===== src/rtl/fetch_pkg.sv =====
// fetch_pkg: opcodes, instruction field positions and the fetch FIFO entry type.
// IFETCH_ILLEGAL_CHECK_EN adds a per-entry illegal-opcode bit to the entry.
package fetch_pkg;
    localparam logic [6:0] OP_RTYPE = 7'b0110011;
    localparam logic [6:0] OP_ITYPE = 7'b0010011;
    localparam logic [31:0] NOP = 32'h00000013;
    localparam int OP_LSB  = 0;
    localparam int RD_LSB  = 7;
    localparam int F3_LSB  = 12;
    localparam int RS1_LSB = 15;
    localparam int RS2_LSB = 20;
    localparam int F7_LSB  = 25;
    localparam int IMM_LSB = 20;
    typedef struct packed {
        logic [31:0] instr;
        logic [31:0] pc;
`ifdef IFETCH_ILLEGAL_CHECK_EN
        logic        illegal;
`endif
    } fetch_entry_t;
endpackage


===== src/rtl/fetch_fifo.sv =====
// fetch_fifo: DEPTH-entry synchronous FIFO of fetch entries with flush and occupancy count.
module fetch_fifo import fetch_pkg::*; #(
    parameter int DEPTH = 4,
    localparam int AW = $clog2(DEPTH)
) (
    input  logic         clk_i,
    input  logic         rst_ni,
    input  logic         push_i,
    input  logic         pop_i,
    input  logic         flush_i,
    input  fetch_entry_t data_i,
    output fetch_entry_t data_o,
    output logic [AW:0]  count_o,
    output logic         empty_o
);
    fetch_entry_t mem_q [DEPTH];
    logic [AW-1:0] wr_q, rd_q;
    logic [AW:0] cnt_q;
    always_ff @(posedge clk_i or negedge rst_ni) begin
        if (!rst_ni) begin
            wr_q  <= '0;
            rd_q  <= '0;
            cnt_q <= '0;
        end else if (flush_i) begin
            wr_q  <= '0;
            rd_q  <= '0;
            cnt_q <= '0;
        end else begin
            if (push_i) wr_q <= wr_q + 1'b1;
            if (pop_i) rd_q <= rd_q + 1'b1;
            cnt_q <= cnt_q + (AW+1)'(push_i) - (AW+1)'(pop_i);
        end
    end
    always_ff @(posedge clk_i) begin
        if (push_i && !flush_i) mem_q[wr_q] <= data_i;
    end
    assign data_o  = mem_q[rd_q];
    assign count_o = cnt_q;
    assign empty_o = cnt_q == '0;
endmodule


===== src/rtl/instruction_fetch.sv =====
// instruction_fetch: PC, credit-limited ROM requests, response buffering and field split.
// IFETCH_ILLEGAL_CHECK_EN adds the ILLEGAL output flagging non-ALU opcodes.
module instruction_fetch import fetch_pkg::*; #(
    parameter int ADDR_W = 8,
    parameter logic [ADDR_W-1:0] RESET_PC = '0,
    parameter int DEPTH = 4
) (
    input  logic              CLK,
    input  logic              RST_N,
    input  logic              EN,
    input  logic              FLUSH,
    input  logic [ADDR_W-1:0] FLUSH_PC,
    output logic              IMEM_REQ,
    output logic [ADDR_W-1:0] IMEM_ADDR,
    input  logic [31:0]       IMEM_DATA,
    output logic              OUT_VALID,
    input  logic              OUT_READY,
    output logic [ADDR_W-1:0] PC_OUT,
    output logic [6:0]        OP,
    output logic [4:0]        RD,
    output logic [2:0]        Funct3,
    output logic [4:0]        RS1,
    output logic [4:0]        RS2,
    output logic [6:0]        Funct7,
    output logic [11:0]       IMM
`ifdef IFETCH_ILLEGAL_CHECK_EN
    ,
    output logic              ILLEGAL
`endif
);
    localparam int CW = $clog2(DEPTH) + 1;
    logic [ADDR_W-1:0] pc_q, pc_d, req_pc_q;
    logic inflight_q;
    logic [CW-1:0] count, occ;
    logic empty;
    fetch_entry_t wr_e, head_e;
    logic [31:0] instr;
    logic unused_pc_hi;
    // Credit counts buffered words plus the one response still on its way back.
    assign occ = count + CW'(inflight_q);
    assign IMEM_REQ = RST_N && EN && !FLUSH && (occ < CW'(DEPTH));
    assign IMEM_ADDR = IMEM_REQ ? pc_q : '0;
    assign pc_d = FLUSH ? FLUSH_PC : IMEM_REQ ? pc_q + 1'b1 : pc_q;
    always_ff @(posedge CLK or negedge RST_N) begin
        if (!RST_N) begin
            pc_q       <= RESET_PC;
            req_pc_q   <= '0;
            inflight_q <= 1'b0;
        end else begin
            pc_q       <= pc_d;
            req_pc_q   <= pc_q;
            inflight_q <= IMEM_REQ;
        end
    end
    always_comb begin
        wr_e       = '0;
        wr_e.instr = IMEM_DATA;
        wr_e.pc    = 32'(req_pc_q);
`ifdef IFETCH_ILLEGAL_CHECK_EN
        wr_e.illegal = !(IMEM_DATA[OP_LSB +: 7] == OP_RTYPE || IMEM_DATA[OP_LSB +: 7] == OP_ITYPE);
`endif
    end
    // A response arriving during FLUSH is the discarded one and never enters the FIFO.
    fetch_fifo #(.DEPTH(DEPTH)) u_fifo (
        .clk_i   (CLK),
        .rst_ni  (RST_N),
        .push_i  (inflight_q && !FLUSH),
        .pop_i   (OUT_VALID && OUT_READY),
        .flush_i (FLUSH),
        .data_i  (wr_e),
        .data_o  (head_e),
        .count_o (count),
        .empty_o (empty)
    );
    assign OUT_VALID = !empty;
    assign instr  = OUT_VALID ? head_e.instr : '0;
    assign PC_OUT = OUT_VALID ? head_e.pc[ADDR_W-1:0] : '0;
    assign unused_pc_hi = ^head_e.pc;
    assign OP     = instr[OP_LSB +: 7];
    assign RD     = instr[RD_LSB +: 5];
    assign Funct3 = instr[F3_LSB +: 3];
    assign RS1    = instr[RS1_LSB +: 5];
    assign RS2    = instr[RS2_LSB +: 5];
    assign Funct7 = instr[F7_LSB +: 7];
    assign IMM    = instr[IMM_LSB +: 12];
`ifdef IFETCH_ILLEGAL_CHECK_EN
    assign ILLEGAL = OUT_VALID && head_e.illegal;
`endif
endmodule


===== config.mk =====
export PLATFORM = sky130hd
export DESIGN_NAME = instruction_fetch
export DESIGN_NICKNAME = d
export VERILOG_FILES = /design/src/rtl/fetch_pkg.sv /design/src/rtl/fetch_fifo.sv /design/src/rtl/instruction_fetch.sv
export SDC_FILE = /design/constraint.sdc
export NUM_CORES = 1
export LEC_CHECK = 0
export ABC_AREA = 1
export ABC_CLOCK_PERIOD_IN_PS = 3770
export BUFFER_PORTS_ARGS = -buffer_cell sky130_fd_sc_hd__buf_4
export CAP_MARGIN = 20
export CORE_MARGIN = 4
export CORE_UTILIZATION = 48
export DETAILED_ROUTE_END_ITERATION = 8
export PLACE_DENSITY = 0.74
export SETUP_SLACK_MARGIN = 0.05
export SKIP_LAST_GASP = 1
export SYNTH_ARGS = -nofsm -noshare
export SYNTH_HDL_FRONTEND = slang
export SYNTH_HIERARCHICAL = 1
export SYNTH_SLANG_ARGS = --single-unit
export TNS_END_PERCENT = 1

===== constraint.sdc =====
create_clock -name CLK -period 3.77 [get_ports CLK]
set_input_delay 1.131 -clock CLK [delete_from_list [all_inputs] [get_ports CLK]]
set_output_delay 1.131 -clock CLK [all_outputs]
set_load 0.03 [all_outputs]

### After elaboration in Yosys (flattened, before gate mapping)

Memories as Yosys holds them, arrays and structs flattened.
Cells that the tools add are included.

* input bits: 45
* output and inout bits: 62
* bits in writable memories: 160
* register bits: 24
* memories: 1
* logic and storage cells: 38

Memories
* u_fifo.mem_q: depth 4, bits a word 40, rd ports 1, clocked after memory_dff 0, write ports 1, line fetch_fifo.sv:16 `fetch_entry_t mem_q [DEPTH];`

* $lt $le $gt $ge: 1
* add/sub/neg operators: 6
* multiplexer cells: 12
* reductions and logical operators: 12

Operators by type and width (number)
* $mux W32: 1
* $mux W8: 4
* $add A8 B1 Y8 const B: 1
* $mux W2: 4
* $add A3 B1 Y3: 2
* $logic_and A1 B1 Y1: 6
* $reduce_bool A2 Y1: 3
* $add A2 B1 Y2 const B: 2
* $logic_not A3 Y1: 1
* $lt A3 B3 Y1 const B: 1
* $mux W3: 1
* $sub A3 B1 Y3: 1
* $logic_not A1 Y1: 2
* $mux W1: 2

### Longest topological paths before layout

* depth after elaboration: 5
* depth in mapped cells: 14
* depth with buffers taken out: 12

### Cells and area by module

The synthesis kept the hierarchy.

Modules (own cells, without submodules)
* fetch_fifo: instances 1, area an instance 10656.5 sq um, cells an instance 800, seq. area each 7862.5 sq um
* instruction_fetch: instances 1, area an instance 1287.5 sq um, cells an instance 209, seq. area each 425.4 sq um

### Worst setup path after synthesis

OpenSTA, ideal clock, no wires.

* path kind: in2reg
* start point: input port FLUSH
* end point: memory u_fifo/mem_q[0][0] (netlist bit) (enable)
* stages on the path: 4
* data arrival time: 4.327 ns
* setup slack: -1.043 ns
* buffers on the path: 1
* data required time: 3.284 ns
* cell sequence: buf_2 > nor2_1 > nand2_1 > nor2_1

* longest elaborated chain between the ends: 5

RTL lines
* from (decl): line instruction_fetch.sv:11 `input logic FLUSH,`
* $logic_not A1 Y1 (*): line fetch_fifo.sv:35, instruction_fetch.sv:67
* $logic_and A1 B1 Y1: line instruction_fetch.sv:67 `.push_i (inflight_q && !FLUSH),`
* $logic_and A1 B1 Y1 (*): line fetch_fifo.sv:35 `if (push_i && !flush_i) mem_q[wr_q] <= data_i;`
* $mux W1 (*): line fetch_fifo.sv:35
* $mux W1 (implied by the code) (*): line fetch_fifo.sv:35
* to (decl): line fetch_fifo.sv:16

Every way passes the cells marked *; elsewhere a longest branch is shown, timed or not.

==> reports/metrics.csv <==
stage,metric,value,unit
global_route,grt_max_degree,64,
min_path,hp-class,flip-flop to flip-flop,
critical_path,required,2.64,ns
cells_and_area,antenna_cells,0,
critical_path,end_kind,primary output,
synth,netlist_instances,737,
outcome,status,"finished, final reports clean",
global_route,grt_pass1_vias,4901,
clocking,clkTransAtPathRegs,0.07,ns
critical_path,crit_arrival,2.18,ns
floorplan,initial_core_util,49.2,%
job,drv_cap,0,
floorplan,floorplan.die_area,19200,sq um
route,viasPerCell,4.78,
placed_design,gp_congestion,0.821,
sta,slew_viol_final,0,
clocking,ctsLongestPathBuffers,2,
global_route,grt_pass1_wl,23900,microns
sta,post-route-period-util,87.9,%
route,wl_per_cell,13.7,microns
sta,setup_viol,0,
clocking,cts_sinks,184,
route,drt_first_pass_iters,4,
synth,syn_area_per_cell,11.1,sq um
route,drc,0,
clocking,clockRootBuffer,clkbuf_16,
clocking,htreeDepth,4,
placed_design,dp_slack,0.616,ns
power_and_ir_drop,peakVddDrop,0.371,mV
global_route,grt_usage,15.5,%
sta,rsz0062_at_grt,no,
floorplan,die_h,139,microns
clocking,numCtsBuffers,17,
synth,yosysWarnings,6,
synth,syn_area,8180,sq um
power_and_ir_drop,power_density,639,nW/um^2
cells_and_area,fin_area,9530,sq um
floorplan,num_rows,47,
floorplan,core,16600,sq um
clocking,post_cts_buffers,0,
clocking,tritoncts,yes,
placed_design,post-dp-hpwl,9380,microns
sta,skew,0.00851,ns
sta,hold_violations,0,
placed_design,placed_area,8960,sq um
sta,worstMarginPinSlew,0.600,ns
sta,slew_headroom,60.0,%
route,drtAntennaViolNets,0,
route,drt_wl_total,14400,microns
clocking,cts_resized,0,
critical_path,crit_path_max_fanout,63,
clocking,clk_latency,0.42,ns
clocking,cts-hold-fix-buffers,0,
sta,clock.fmax,0.302,GHz
cells_and_area,drive_gt1_share,19.7,%
placed_design,io_buffers,106,
floorplan,ios,107,
power_and_ir_drop,p_leak,4.21,nW
global_route,antenna_found_initial,0,
critical_path,crit_path_start_kind,flip-flop,
floorplan,die_w,139,microns
critical_path,crit_type,flip-flop to primary output,
route,vias,5040,
synth,synth_nets,790,
sta,post-route-worst-setup-slack,0.457,ns
cells_and_area,synthToLayoutAreaGrowth,16.5,%
cells_and_area,fin_nets,874,
sta,period_needed,3.31,ns
global_route,grt_overflow,0,
route,first_iter_violations,271,
power breakdown:
group          switching, mW  internal [mW]  total, mW  leakage [nW]
sequential            0.0674           2.28       2.35          1.74
clock                  0.745          0.922       1.67         0.269
combinational           1.39          0.690       2.08          2.20
cell usage in the layout, fill, tap and decap left out:
master,count
inv_6,4
nand3_2,1
o21ai_1,1
nand2_1,160
clkbuf_16,17
xor2_1,2
ha_1,7
nor2_1,58
fa_1,1
dfrtp_1,23
edfxtp_1,160
a21oi_1,2
nand3_1,21
o211ai_1,80
inv_4,1
buf_12,1
nand4_1,1
o21ai_0,5
dfrtp_2,1
nor2_4,6
inv_1,148
bufinv_16,1
clkinv_1,1
clkinv_4,3
inv_8,1
clkinvlp_4,4
buf_4,118
clkinv_2,2
nand3_4,1
nor2_2,1
nand2_2,1
or2_2,1
flip-flops by register name, indices dropped and copies added, names as in the netlist:
register and cells:
u_fifo/count_o 3, req_pc_q 8, u_fifo/mem_q 160, pc_q 8, u_fifo/wr_q 2, u_fifo/rd_q 2, inflight_q 1
critical path, cell delays in order, from the launching register on:
cell and delay [ns]:
dfrtp_1 0.42, inv_4 0.41, buf_12 0.33, nand2_1 0.09
o211ai_1 0.10, nand2_1 0.09, inv_1 0.08, nor2_1 0.05
buf_4 0.19
per-stage QoR:
step	TNS, ns	utilization, %	instances	hold WS [ns]	total power [mW]
2_1_floorplan	-0.516	-	737	0.395	4.01
3_3_place_gp	0	53.9	1022	0.432	4.46
3_5_place_dp	0	53.9	1022	0.420	4.50
4_1_cts	0	57.3	1054	0.439	6.16
5_1_grt	0	57.3	1054	0.463	6.42
6_report	0	57.3	1054	0.441	6.09
layout make-up:
| class | count | area (sq um) |
|---|---|---|
| clock buffers | 17 | 425 |
| multi-input cells | 349 | 1810 |
| inverters | 150 | 566 |
| repair buffers | 119 | 906 |
| flip-flops and latches | 184 | 5410 |
| clock inverters | 15 | 143 |
| well taps | 220 | 275 |
| fillers | 1368 | 7110 |
per-layer routing:
metal | GRT usage [%] | share of wire [%] | vias up | wire (microns)
met1 | 18.8 | 43 | 2350 | 6150
met4 | 4.52 | 1.0 | 0 | 144
met5 | 0 | 0 | - | 0
met2 | 27.3 | 51 | 110 | 7390
met3 | 3.93 | 5.1 | 10 | 734
li1 | - | - | 2570 | -
path summary, 6_finish.rpt:
kind	slack, ns	from	cells after the start	end
worst min register to register	0.44	pc_q[7]$_DFFE_PN0P_	0	req_pc_q[7]$_DFF_PN0_
max in group asynchronous	2.83	RST_N	2	u_fifo/rd_q[1]$_DFFE_PN0P_
worst max-delay path	0.46	u_fifo/rd_q[0]$_DFFE_PN0P_	8	OP[0]
worst max register to register	1.70	inflight_q$_DFF_PN0_	5	u_fifo/mem_q[3][39]$_DFFE_PP_
min in group asynchronous	0.69	RST_N	2	u_fifo/wr_q[0]$_DFFE_PN0P_
worst min-delay path	0.44	pc_q[7]$_DFFE_PN0P_	0	req_pc_q[7]$_DFF_PN0_
No activity file was read; power rests on OpenSTA's default activity.
